$ cat config.mk
export PLATFORM = sky130hd
export DESIGN_NAME = vx_dispatch_lane_sequencer
export DESIGN_NICKNAME = d
export VERILOG_FILES = /design/src/rtl/vx_dispatch_lane_sequencer.sv
export SDC_FILE = /design/constraint.sdc
export NUM_CORES = 1
export LEC_CHECK = 0
export BUFFER_PORTS_ARGS = -buffer_cell sky130_fd_sc_hd__buf_4
export CORE_AREA = 2 2 299 301
export CTS_CLUSTER_SIZE = 24
export DETAILED_ROUTE_END_ITERATION = 6
export DIE_AREA = 0 0 301 303
export PLACE_DENSITY = 0.56
export SYNTH_ARGS = -nofsm -noshare
export SYNTH_HDL_FRONTEND = slang
export SYNTH_SLANG_ARGS = --single-unit
$ cat constraint.sdc
create_clock -name clk -period 15.6 [get_ports clk]
set_input_delay 2.34 -clock clk [delete_from_list [all_inputs] [get_ports clk]]
set_output_delay 2.34 -clock clk [all_outputs]
set_load 0.05 [all_outputs]
$ cat src/rtl/vx_dispatch_lane_sequencer.sv
// Splits one held full-warp dispatch packet into NUM_LANES-wide batches for a narrow execute unit.
// Optional feature: define VX_DISPATCH_SKIP_EMPTY_EN to skip batches whose tmask slice is all-zero.
module vx_dispatch_lane_sequencer #(
    parameter int NUM_THREADS = 4,
    parameter int NUM_LANES   = 2,
    parameter int XLEN        = 32,
    parameter int UUID_W      = 8,
    parameter int WIS_W       = 2,
    parameter int OP_TYPE_W   = 4,
    parameter int OP_MOD_W    = 3,
    parameter int PC_W        = 32,
    parameter int NR_W        = 5,
    localparam int NUM_PACKETS = NUM_THREADS / NUM_LANES,
    localparam int PID_W       = (NUM_PACKETS > 1) ? $clog2(NUM_PACKETS) : 1,
    localparam int TID_W       = (NUM_THREADS > 1) ? $clog2(NUM_THREADS) : 1,
    localparam int HDR_W       = UUID_W + WIS_W + OP_TYPE_W + OP_MOD_W + 3 + PC_W + XLEN + NR_W + TID_W + 1,
    localparam int RS_W        = NUM_THREADS * XLEN,
    localparam int LANE_RS_W   = NUM_LANES * XLEN,
    localparam int DATA_W      = HDR_W + NUM_THREADS + 3 * RS_W
) (
    input  logic                  clk,
    input  logic                  reset,
    input  logic                  in_valid,
    input  logic [DATA_W-1:0]     in_data,
    output logic                  in_ready,
    output logic                  out_valid,
    output logic [HDR_W-1:0]      out_header,
    output logic [NUM_LANES-1:0]  out_tmask,
    output logic [LANE_RS_W-1:0]  out_rs1_data,
    output logic [LANE_RS_W-1:0]  out_rs2_data,
    output logic [LANE_RS_W-1:0]  out_rs3_data,
    output logic [PID_W-1:0]      out_pid,
    output logic                  out_sop,
    output logic                  out_eop,
    input  logic                  out_ready
);

    localparam logic [0:0] STATE_IDLE = 1'b0;
    localparam logic [0:0] STATE_BUSY = 1'b1;

`ifdef VX_DISPATCH_SKIP_EMPTY_EN
    localparam bit SKIP_EMPTY = 1'b1;
`else
    localparam bit SKIP_EMPTY = 1'b0;
`endif

    // Packet layout, MSB first: uuid, wis, tmask, op_type..is_mstore, rs1, rs2, rs3.
    localparam int HI_HDR_W   = UUID_W + WIS_W;
    localparam int LO_HDR_W   = HDR_W - HI_HDR_W;
    localparam int RS3_LSB    = 0;
    localparam int RS2_LSB    = RS_W;
    localparam int RS1_LSB    = 2 * RS_W;
    localparam int LO_HDR_LSB = 3 * RS_W;
    localparam int TMASK_LSB  = LO_HDR_LSB + LO_HDR_W;
    localparam int HI_HDR_LSB = TMASK_LSB + NUM_THREADS;

    // Lowest emitted batch index at or after 'from'; zero when there is none.
    function automatic logic [PID_W-1:0] first_live(input logic [NUM_THREADS-1:0] tmask, input int from);
        logic [PID_W-1:0] idx;
        idx = {PID_W{1'b0}};
        for (int p = NUM_PACKETS - 1; p >= 0; p--) begin
            if ((p >= from) && (!SKIP_EMPTY || (|tmask[p*NUM_LANES +: NUM_LANES]))) begin
                idx = PID_W'(p);
            end else begin
                idx = idx;
            end
        end
        return idx;
    endfunction

    // True when some batch at or after 'from' is still to be emitted.
    function automatic logic any_live(input logic [NUM_THREADS-1:0] tmask, input int from);
        logic hit;
        hit = 1'b0;
        for (int p = 0; p < NUM_PACKETS; p++) begin
            hit = hit | ((p >= from) && (!SKIP_EMPTY || (|tmask[p*NUM_LANES +: NUM_LANES])));
        end
        return hit;
    endfunction

    logic [0:0]              state_q, state_d;
    logic [PID_W-1:0]        pid_q, pid_d;
    logic [DATA_W-1:0]       data_q, data_d;
    logic [NUM_THREADS-1:0]  tmask_q_s;
    logic [NUM_THREADS-1:0]  in_tmask_s;
    logic [PID_W-1:0]        in_first_s;
    logic [PID_W-1:0]        held_first_s;
    logic [PID_W-1:0]        held_next_s;
    logic                    busy_s;
    logic                    eop_s;

    assign tmask_q_s    = data_q[TMASK_LSB +: NUM_THREADS];
    assign in_tmask_s   = in_data[TMASK_LSB +: NUM_THREADS];
    assign in_first_s   = first_live(in_tmask_s, 0);
    assign held_first_s = first_live(tmask_q_s, 0);
    assign held_next_s  = first_live(tmask_q_s, int'(pid_q) + 1);
    assign busy_s       = (state_q == STATE_BUSY);
    assign eop_s        = ~any_live(tmask_q_s, int'(pid_q) + 1);

    assign in_ready   = ~busy_s | (out_ready & eop_s);
    assign out_valid  = busy_s;
    assign out_pid    = pid_q;
    assign out_sop    = busy_s & (pid_q == held_first_s);
    assign out_eop    = busy_s & eop_s;
    assign out_header = {data_q[HI_HDR_LSB +: HI_HDR_W], data_q[LO_HDR_LSB +: LO_HDR_W]};

    // Select the lane slice of the held packet addressed by pid_q.
    always_comb begin
        out_tmask    = {NUM_LANES{1'b0}};
        out_rs1_data = {LANE_RS_W{1'b0}};
        out_rs2_data = {LANE_RS_W{1'b0}};
        out_rs3_data = {LANE_RS_W{1'b0}};
        for (int p = 0; p < NUM_PACKETS; p++) begin
            out_tmask    = out_tmask    | ({NUM_LANES{pid_q == PID_W'(p)}} & tmask_q_s[p*NUM_LANES +: NUM_LANES]);
            out_rs1_data = out_rs1_data | ({LANE_RS_W{pid_q == PID_W'(p)}} & data_q[RS1_LSB + p*LANE_RS_W +: LANE_RS_W]);
            out_rs2_data = out_rs2_data | ({LANE_RS_W{pid_q == PID_W'(p)}} & data_q[RS2_LSB + p*LANE_RS_W +: LANE_RS_W]);
            out_rs3_data = out_rs3_data | ({LANE_RS_W{pid_q == PID_W'(p)}} & data_q[RS3_LSB + p*LANE_RS_W +: LANE_RS_W]);
        end
    end

    // Next-state: load on accept, advance pid on batch accept, retire after the last batch.
    always_comb begin
        state_d = state_q;
        pid_d   = pid_q;
        data_d  = data_q;
        case (state_q)
            STATE_IDLE: begin
                if (in_valid) begin
                    state_d = STATE_BUSY;
                    data_d  = in_data;
                    pid_d   = in_first_s;
                end else begin
                    state_d = STATE_IDLE;
                end
            end
            STATE_BUSY: begin
                if (out_ready) begin
                    if (!eop_s) begin
                        pid_d = held_next_s;
                    end else if (in_valid) begin
                        // Back-to-back load on the retiring cycle keeps the lane busy without a bubble.
                        data_d = in_data;
                        pid_d  = in_first_s;
                    end else begin
                        state_d = STATE_IDLE;
                    end
                end else begin
                    state_d = STATE_BUSY;
                end
            end
            default: begin
                state_d = STATE_IDLE;
            end
        endcase
    end

    // State, batch index and held packet registers.
    always_ff @(posedge clk or posedge reset) begin
        if (reset) begin
            state_q <= STATE_IDLE;
            pid_q   <= {PID_W{1'b0}};
            data_q  <= {DATA_W{1'b0}};
        end else begin
            state_q <= state_d;
            pid_q   <= pid_d;
            data_q  <= data_d;
        end
    end

endmodule

==> flow_metrics.py <==
metrics = {
    "global_route": {
        "global_route_usage_over_all_layers_pct": 12.9,
        "global_route.peak_usage_layer": "met2",
        "grt_use_met2_pct": 23.2,
        "maximum_number_of_pins_on_one_net_before_global_route_repair": 168,
        "globalRouteOverflowTotal": 0,
        "globalRouteMet1Util_pct": 14.8,
        "initial_antenna_violation_count": 2,
        "groute.layer.met3.usage_pct": 3.76,
        "grt_pass1_wl_mm": 91.3,
        "grt_pass1_vias": 14600,
    },
    "yosys": {
        "syn-mean-instance-area_um2": 16.3,
        "ys_top_cells_by_area": "sky130_fd_sc_hd__dfrtp_1 55%, sky130_fd_sc_hd__mux2_2 24%, sky130_fd_sc_hd__mux2_4 14%",
        "synth_nets": 1818,
        "synth_top_area_cell": "sky130_fd_sc_hd__dfrtp_1",
        "synthMostInstantiatedCell": "sky130_fd_sc_hd__dfrtp_1",
        "yosys_warnings": 0,
        "synth.cells.most_frequent": "482 x sky130_fd_sc_hd__dfrtp_1, 474 x sky130_fd_sc_hd__mux2_2, 200 x sky130_fd_sc_hd__mux2_4",
        "sequential_area_share_after_synthesis_pct": 55.3,
        "synth-main-ff-cell": "sky130_fd_sc_hd__dfrtp_1",
        "postSynthRegisterBits": 482,
        "synthCells": 1334,
        "synth_enable_flop_cells": 0,
        "mappedNetlistArea_mm2": 0.0218,
        "postSynth.asyncResetShare_pct": 100,
        "netlist.area_leader.share_pct": 55.3,
        "netlist-cell-type-count": 15,
    },
    "critical_path": {
        "critPathLaunchType": "flop",
        "timing.critical_path.fanout_max": 63,
        "cp_data_required_time_ns": 13.26,
        "worstPathArrival_ns": 3.69,
        "crit_path_end_kind": "output port",
        "setup.worst_path.class": "reg2out",
    },
    "routing": {
        "drcViolationCount": 0,
        "post_drt_wl_per_cell_um": 19.3,
        "route.detailed.vias_per_inst": 4.11,
        "drt_iter0_drc": 632,
        "vias": 13200,
        "routed_wl_mm": 62.2,
        "drt-pass1-iter-count": 4,
        "antenna_violating_nets_post_route": 0,
    },
    "clocking": {
        "numCtsBuffers": 56,
        "cts_sink_count": 482,
        "cts.root.buffer_cell": "sky130_fd_sc_hd__clkbuf_16",
        "post_cts.resized_instances": 0,
        "cts_tree": "done",
        "clk_lat_worst_skew_ns": 0.60,
        "cts_max_path_buffers": 3,
        "cts_hold_repair.buffers": 0,
        "clk_pin_slew_ns": 0.06,
        "htree_levels": 2,
        "post-cts-setup-buffers": 0,
    },
    "timing": {
        "worst_slew_margin_rel_pct": 26.6,
        "final.min_clock_period_ns": 6.03,
        "grt_setup_unrepaired": "false",
        "totalNegativeSetupSlack_ns": 0,
        "worst-slew-pin-transition_ns": 1.10,
        "setup_viol": 0,
        "total_count_of_hold_check_failures_in_the_final_report": 0,
        "maxClockFrequency_mhz": 166,
        "finClkSkew_ns": 0.00955,
        "final.period_utilization_pct": 38.7,
        "slew_violations": 0,
    },
    "cells_and_area": {
        "fraction_of_layout_instances_using_a_drive_strength_above_1_pct": 75.3,
        "area_growth_pct": 36.0,
        "layout.filler_cells": 8658,
        "final_core_util_pct": 33.7,
        "finish.net_count": 2497,
        "fin_area_mm2": 0.0297,
    },
    "floorplanning": {
        "chipHeight_um": 303,
        "floorplan.io_pins": 775,
        "die_w_um": 301,
        "starting_density_of_the_core_pct": 24.8,
        "core_area_mm2": 0.0880,
        "die-area_mm2": 0.0912,
        "placementRows": 109,
    },
    "placement": {
        "io_buffers": 774,
        "place_hpwl_mm": 45.6,
        "detailed_place.area_mm2": 0.0279,
        "routabilityCongestion": 0.797,
    },
    "pwr": {
        "power_per_cell_area_mw_per_mm2": 266,
        "power.ir.vdd_worst_uv": 153,
        "power_leakage_nw": 14.1,
    },
    "job": {
        "cap_violations": 0,
    },
    "worst_hold_path": {
        "min-delay-path-class": "reg2reg",
    },
    "outcome": {
        "outcome": "complete, no violations",
    },
}
power by group:
part           leakage (nW)  internal [mW]  switching, mW
clock network         0.869          0.762          0.515
logic                  7.58           1.73           2.63
registers              5.62           1.89          0.374
layout by cell type (no fill, tap or decap):
cell type	instances
sky130_fd_sc_hd__buf_4	785
sky130_fd_sc_hd__dfrtp_1	481
sky130_fd_sc_hd__mux2_2	474
sky130_fd_sc_hd__mux2_4	200
sky130_fd_sc_hd__clkbuf_16	57
sky130_fd_sc_hd__clkbuf_1	18
sky130_fd_sc_hd__clkbuf_8	10
sky130_fd_sc_hd__clkinv_2	8
sky130_fd_sc_hd__bufinv_16	3
sky130_fd_sc_hd__buf_12	3
sky130_fd_sc_hd__nor2b_1	2
sky130_fd_sc_hd__nand2_1	2
sky130_fd_sc_hd__clkinvlp_4	2
sky130_fd_sc_hd__o21ai_0	2
sky130_fd_sc_hd__diode_2	1
sky130_fd_sc_hd__a21bo_2	1
sky130_fd_sc_hd__nand2_4	1
sky130_fd_sc_hd__inv_1	1
sky130_fd_sc_hd__and2_1	1
sky130_fd_sc_hd__dfrtp_4	1
state kept, by name, indices dropped and copies added (netlist names):
signal,flops
data_q,480
out_pid,1
out_valid,1
path summary, 6_finish.rpt:
path                       depth (start not counted)  slack, ns               end        from
min                                                1       0.50        data_q[48]  data_q[48]
max in group asynchronous                          5      10.98       data_q[244]       reset
max reg2reg                                        6      11.08       data_q[158]     out_pid
min reg2reg                                        1       0.50        data_q[48]  data_q[48]
min in group asynchronous                          2       1.83       data_q[335]       reset
max                                                4       9.57  out_rs2_data[19]     out_pid
layer usage:
metal	routed length, um	vias up	part of all wire, %
met5	13	-	0.021
met4	1500	2	2.4
met3	4410	92	7.1
met2	33000	420	53
met1	23300	6729	37
li1	-	5978	-
cell type report:
| class | count | area [um^2] | share of cell area (%) |
|---|---|---|---|
| flip-flops and latches | 482 | 12100 | 40.7 |
| multi-input cells | 683 | 8400 | 28.3 |
| repair buffers | 788 | 5950 | 20.1 |
| clock buffers | 85 | 1630 | 5.50 |
| well taps | 1165 | 1460 | 4.91 |
| clock inverters | 12 | 138 | 0.464 |
| inverters | 2 | 11.3 | 0.0380 |
| diodes | 1 | 2.50 | 0.00844 |
critical path, stage by stage (launching register included):
cell	delay (ns)
sky130_fd_sc_hd__dfrtp_4	0.75
sky130_fd_sc_hd__buf_4	0.72
sky130_fd_sc_hd__buf_4	0.82
sky130_fd_sc_hd__mux2_2	0.47
sky130_fd_sc_hd__buf_4	0.21
per-stage QoR:
stage | hold slack (ns) | worst slack [ns] | instances | total power, mW
final | 0.497 | 9.57 | 3218 | 7.90
after global routing | 0.510 | 9.39 | 3218 | 8.25
after CTS | 0.503 | 9.49 | 3217 | 7.99
after detailed placement | 0.487 | 9.41 | 3120 | 6.66
after global placement | 0.482 | 9.51 | 3120 | 6.59
after floorplan | 0.474 | 6.73 | 1334 | 5.57
logic make-up after synthesis:
group	Yosys count	share of synthesized area [%]
AO/OA/AOI/OAI	3	0.0918
buffers and inverters	169	6.20
flip-flops	482	55.3
multiplexers	674	38.3
AND/OR/NAND/NOR	6	0.138
Power figures use the tool's default switching activity.
